## src/rtl/router_fsm_pkg.sv

```systemverilog
// rtl/router_fsm_pkg.sv - shared router constants: FSM state encoding and address codes.
package router_fsm_pkg;

  typedef enum logic [2:0] {
    S_DA  = 3'd0,
    S_LFD = 3'd1,
    S_LD  = 3'd2,
    S_FFS = 3'd3,
    S_LAF = 3'd4,
    S_LP  = 3'd5,
    S_CPE = 3'd6,
    S_WTE = 3'd7
  } state_t;

  localparam logic [1:0] ADDR0        = 2'd0;
  localparam logic [1:0] ADDR1        = 2'd1;
  localparam logic [1:0] ADDR2        = 2'd2;
  localparam logic [1:0] ADDR_INVALID = 2'd3;

endpackage

```

## src/rtl/router_fsm.sv

```systemverilog
// rtl/router_fsm.sv - 1x3 router controller: address decode, load sequencing, full stall, drain wait.
module router_fsm
  import router_fsm_pkg::*;
(
  input  logic       clock,
  input  logic       reset,
  input  logic       pkt_valid,
  input  logic       parity_done,
  input  logic       soft_reset_0,
  input  logic       soft_reset_1,
  input  logic       soft_reset_2,
  input  logic       fifo_full,
  input  logic       low_pkt_valid,
  input  logic       fifo_empty_0,
  input  logic       fifo_empty_1,
  input  logic       fifo_empty_2,
  input  logic [1:0] data_in,
  output logic       busy,
  output logic       detect_add,
  output logic       ld_state,
  output logic       laf_state,
  output logic       full_state,
  output logic       write_enb_reg,
  output logic       rst_int_reg,
  output logic       lfd_state
);

  state_t     r_state;
  state_t     w_next;
  logic [1:0] r_addr;
  logic       w_addr_ok;
  logic       w_soft_rst;
  logic       w_empty_in;
  logic       w_empty_lat;

  assign w_addr_ok = pkt_valid && (data_in != ADDR_INVALID);

  always_comb begin
    w_soft_rst  = 1'b0;
    w_empty_lat = 1'b0;
    case (r_addr)
      ADDR0:   begin w_soft_rst = soft_reset_0; w_empty_lat = fifo_empty_0; end
      ADDR1:   begin w_soft_rst = soft_reset_1; w_empty_lat = fifo_empty_1; end
      ADDR2:   begin w_soft_rst = soft_reset_2; w_empty_lat = fifo_empty_2; end
      default: begin w_soft_rst = 1'b0;         w_empty_lat = 1'b0;         end
    endcase
  end

  // DA picks the empty flag from the live header; WTE uses the latched address.
  always_comb begin
    w_empty_in = 1'b0;
    case (data_in)
      ADDR0:   w_empty_in = fifo_empty_0;
      ADDR1:   w_empty_in = fifo_empty_1;
      ADDR2:   w_empty_in = fifo_empty_2;
      default: w_empty_in = 1'b0;
    endcase
  end

  always_comb begin
    w_next = r_state;
    if (w_soft_rst) begin
      w_next = S_DA;
    end else begin
      case (r_state)
        S_DA:  if (w_addr_ok) w_next = w_empty_in ? S_LFD : S_WTE;
        S_LFD: w_next = S_LD;
        S_LD:  if (fifo_full) w_next = S_FFS;
               else if (!pkt_valid) w_next = S_LP;
        S_FFS: if (!fifo_full) w_next = S_LAF;
        S_LAF: if (parity_done) w_next = S_DA;
               else w_next = low_pkt_valid ? S_LP : S_LD;
        S_LP:  w_next = S_CPE;
        S_CPE: w_next = fifo_full ? S_FFS : S_DA;
        S_WTE: if (w_empty_lat) w_next = S_LFD;
        default: w_next = S_DA;
      endcase
    end
  end

  // Outputs are registered from the next-state decode so they track the state with no lag.
  always_ff @(posedge clock) begin
    if (reset) begin
      r_state       <= S_DA;
      r_addr        <= ADDR0;
      detect_add    <= 1'b1;
      lfd_state     <= 1'b0;
      ld_state      <= 1'b0;
      laf_state     <= 1'b0;
      full_state    <= 1'b0;
      rst_int_reg   <= 1'b0;
      write_enb_reg <= 1'b0;
      busy          <= 1'b0;
    end else begin
      r_state <= w_next;
      if (r_state == S_DA && w_addr_ok)
        r_addr <= data_in;
      detect_add    <= (w_next == S_DA);
      lfd_state     <= (w_next == S_LFD);
      ld_state      <= (w_next == S_LD);
      laf_state     <= (w_next == S_LAF);
      full_state    <= (w_next == S_FFS);
      rst_int_reg   <= (w_next == S_CPE);
      write_enb_reg <= (w_next == S_LD) || (w_next == S_LAF) || (w_next == S_LP);
      busy          <= !((w_next == S_DA) || (w_next == S_LD));
    end
  end

endmodule

```

## config.mk

```make
export PLATFORM = sky130hd
export DESIGN_NAME = router_fsm
export DESIGN_NICKNAME = d
export VERILOG_FILES = /design/src/rtl/router_fsm_pkg.sv /design/src/rtl/router_fsm.sv
export SDC_FILE = /design/constraint.sdc
export NUM_CORES = 1
export LEC_CHECK = 0
export ABC_AREA = 0
export BUFFER_PORTS_ARGS = -buffer_cell sky130_fd_sc_hd__buf_2
export CORE_UTILIZATION = 45
export CTS_BUF_LIST = sky130_fd_sc_hd__clkbuf_4 sky130_fd_sc_hd__clkbuf_8
export CTS_CLUSTER_DIAMETER = 150
export DETAILED_ROUTE_END_ITERATION = 8
export PLACE_DENSITY = 0.79
export SKIP_CTS_REPAIR_TIMING = 1
export SYNTH_ARGS = -nofsm -noshare
export SYNTH_HDL_FRONTEND = slang
export SYNTH_SLANG_ARGS = --single-unit
```

## constraint.sdc

```tcl
create_clock -name clock -period 2.8 [get_ports clock]
set_input_delay 0.28 -clock clock [delete_from_list [all_inputs] [get_ports clock]]
set_output_delay 0.28 -clock clock [all_outputs]
set_load 0.005 [all_outputs]
```

### Yosys cells after proc, flatten, opt, wreduce, memory -nomap -nowiden

Cells that the tools add are included.

* equality and inequality tests: 18
* reductions and logical operators: 10
* muxes and demuxes: 14

Operator list (number)
* two-way mux 3 bit: 9
* one-hot mux 3 bit (8 select lines): 1
* == test 3 bit (second input constant): 7
* == test 3 x 2 -> 1 bit (second input constant): 4
* one-hot mux 1 bit (3 select lines): 3
* == test 3 x 1 -> 1 bit (second input constant): 2
* logical NOT 3 bit: 2
* == test 2 x 1 -> 1 bit (second input constant): 2
* == test 2 bit (second input constant): 2
* logical NOT 2 bit: 2
* logical OR 1 bit: 3
* logical AND 1 bit: 2
* two-way mux 2 bit: 1
* inequality test 2 bit (second input constant): 1
* logical NOT 1 bit: 1

* output and inout bits: 8
* bits in registers: 13
* input bits: 14

### Longest topological paths before layout

* depth after elaboration: 9
* depth in mapped cells: 6

### Worst setup path after synthesis

OpenSTA, ideal clock, no wires.

* path type: reg-to-reg
* start: reg r_state[0]
* end: reg lfd_state
* library setup time: 115 ps
* clock period less this slack: 1558 ps
* cell stages (with the launch flop): 7
* setup slack: 1242 ps
* arrival time: 1443 ps
* cells stage by stage: dfxtp_1 > buf_6 > nor3b_2 > o32ai_1 > and3_4 > or3_1 > and2_1

* word-level cells in the longest chain between the ends: 5

Ends and longest elaborated chain
* start, declared: line router_fsm.sv:28 `state_t r_state;`
* start signal, assigned: line router_fsm.sv:95 `r_state <= w_next;`
* two-way mux 3 bit: line router_fsm.sv:69 `else if (!pkt_valid) w_next = S_LP;`
* two-way mux 3 bit: line router_fsm.sv:68 `S_LD: if (fifo_full) w_next = S_FFS;`
* one-hot mux 3 bit (8 select lines) *: line router_fsm.sv:65 `case (r_state)`
* two-way mux 3 bit *: line router_fsm.sv:62 `if (w_soft_rst) begin`
* == test 3 x 1 -> 1 bit *: line router_fsm.sv:99 `lfd_state <= (w_next == S_LFD);`
* end signal, assigned: line router_fsm.sv:99
* end, declared: line router_fsm.sv:25 `output logic lfd_state`

Mark *: on every way between the ends. The rest lies on a longest branch, timed or not.
A chain may end at the register's enable or synchronous reset.

### Worst setup path in the final report

* start: reg r_addr[1]
* end: reg laf_state

* word-level cells in the longest chain between the ends: 6

Ends and longest elaborated chain
* start, declared: line router_fsm.sv:30 `logic [1:0] r_addr;`
* start signal, assigned: line router_fsm.sv:97 `r_addr <= data_in;`
* == test 2 bit, or another cell as far along: line router_fsm.sv:41 `case (r_addr)`
* one-hot mux 1 bit (3 select lines): line router_fsm.sv:41
* two-way mux 3 bit: line router_fsm.sv:75 `S_WTE: if (w_empty_lat) w_next = S_LFD;`
* one-hot mux 3 bit (8 select lines): line router_fsm.sv:65
* two-way mux 3 bit *: line router_fsm.sv:62
* == test 3 bit *: line router_fsm.sv:101 `laf_state <= (w_next == S_LAF);`
* end signal, assigned: line router_fsm.sv:101
* end, declared: line router_fsm.sv:21 `output logic laf_state,`

Marked as above.

==> metrics.txt <==
drt drc 0; Worst setup SP type register; critical path class reg -> reg; share of cells above drive strength 1 0.386; status complete, no violations; count of pins over their slew limit 0; RSZ-0062 raised after global routing false; Slew Limit Headroom 0.648; worst hold path class in -> reg; yosys warns 0; max FFs per register 3; global-route wire length before repair 2.36 mm; share of power burned in combinational logic 0.276; most frequent cells in the layout buf_2, dfxtp_1; diodes inserted 0; CP max-delay cell dfxtp_1; final setup fails 0; area grow syn2layout 19.9%; row count 14; die area 1770 um2; Post-Syn Nets 91; hpwl dp 1.10 mm; Synth area leader dfxtp_1; Bufs and invs on worst path 0; H-tree depth reported by CTS 1; Tot GR Track Use 0.171; P_leak 0.367 nW; Avg WL per Cell 11.7 um; final hold viol count 0; PwrDens 541 nW/um2; Mapped Cells 77; Clk pwr share 0.257; post-synthesis sequential area ratio 0.360; number of max-cap violations 0; Initial DRT Pass Iterations 4; CTS clk-pin slew, worst paths 80 ps; dpl ws 1080 ps; Yosys top cell area share 0.360; synthesized cell area 722 um2; crit-path cells mux2i_1 -> o21ai_1 -> or3_4 -> o21bai_2 -> nor3_1; post-synthesis cell type count 39; Fmax 575 MHz; final setup TNS 0 ps; die height 42.1 um; Root Buffer clkbuf_4; Top reg by flops r_state; Starting Density 0.479; switching pwr 0.139 mW; Die Wd 42.1 um; CP Capture Type register; Crit. path cell count 5; post-DR vias/cell 5.45; Num CTS Buffers 3; synth top area cells dfxtp_1, mux2i_1, nor3b_2, nand3b_1, or3_4; first-iteration detailed-routing DRC count 7; vias in the first global route 562; hold path cells 2; CTS sink count 13; Routed WL 1.37 mm; Syn Area/Cell 9.38 um2; fin worst setup slack 1060 ps; Switching Share 0.296; critical path arrival 1920 ps; Tightest Pin Transition 521 ps; Min Clock Period, post-route 1740 ps; delay-heaviest family, CP simple AND/OR/NAND/NOR gates; CTS tree built; sequential share of power 0.467; top flop regs r_state: 3 flops, r_addr: 2 flops; Final Cycle Share 0.621; Worst VDD drop 0.208 mV; largest fanout on the critical path 5; number of vias in the routed layout 638; largest stage delay on the critical path 440 ps; Worst-Skew Late Latency 270 ps; Port Buffers 21; Worst Path Required 2980 ps; antenna violations before repair 0; core area 1510 um2; gr ovfl total 0; clk buf depth 2; clock skew 8.43 ps; Detail Route Antenna Nets 0; R2R cell count 5; internal power 0.330 mW; most common cell after layout, fill and taps aside buf_2; synthesized flop and latch total 13; GPL Wtd Cong 0.863; nets 116; num ports 22; pin count of the biggest net entering global routing 11
## layout make-up
cell class / instances / area (um2)
Sequential cell: 13 / 260
Timing Repair Buffer: 21 / 105
Clock buffer: 4 / 30.0
Tap cell: 16 / 20.0
Inverter: 3 / 11.3
Multi-Input combinational cell: 60 / 439
Fill cell: 139 / 641
## cell families (layout without fill, tap and decap cells)
logic type	after synthesis	after routing	share of synthesized area
flip-flops	13	13	0.360
buffers and inverters	4	28	0.0312
multiplexers	3	3	0.0416
AO/OA/AOI/OAI	20	20	0.206
AND/OR/NAND/NOR	37	37	0.360
## final timing paths
check                 start         to  slack (ps)
setup / recovery  r_addr[1]  laf_state        1060
hold / removal        reset  r_addr[0]         230
setup reg to reg  r_addr[1]  laf_state        1060
hold reg to reg   r_addr[0]  r_addr[0]         530
## synth_stat cells (all sizes together)
library cell,instances
dfxtp,13
nand2b,2
nor3b,3
o32ai,1
and3,2
nand3b,3
nand2,4
a21oi,4
inv,3
o21bai,1
or3,4
or2,1
a21boi,1
a311oi,2
and2,2
o21ai,5
nand3,4
nor2b,3
nor4b,1
o31ai,1
o21ba,1
buf,1
nor3,4
o211ai,2
nor2,3
a31oi,1
nor4bb,1
mux2i,3
o311ai,1
## routing by layer
layer  GRT usage  part of all wire  vias up
met3      0.0259             0.025        2
met5           0                 0        -
met2       0.263              0.45       17
li1            -                 -      336
met1       0.247              0.51      283
met4      0.0563             0.012        0
## worst register-to-register path, stage by stage (launching register included)
cell and delay, ps:
dfxtp_1 440, mux2i_1 220, o21ai_1 130, or3_4 420, o21bai_2 250, nor3_1 210
## power by group through the flow
| stage | sequential, mW | combinational (mW) | clock (mW) |
|---|---|---|---|
| floorplan | 0.219 | 0.0957 | 0 |
| global placement | 0.222 | 0.127 | 0 |
| detailed placement | 0.223 | 0.129 | 0 |
| CTS | 0.218 | 0.129 | 0.122 |
| global route | 0.221 | 0.144 | 0.129 |
| finish | 0.218 | 0.129 | 0.121 |
## stage by stage
step	cell area [um2]	instances	util	hold slack, ps	power [mW]
global placement	836	113	0.555	500	0.349
finish	866	117	0.575	231	0.468
CTS	866	117	0.575	226	0.470
detailed placement	836	113	0.555	507	0.351
floorplan	722	77	-	349	0.314
global route	866	117	0.575	241	0.494
(Power assumes the default switching activity.)
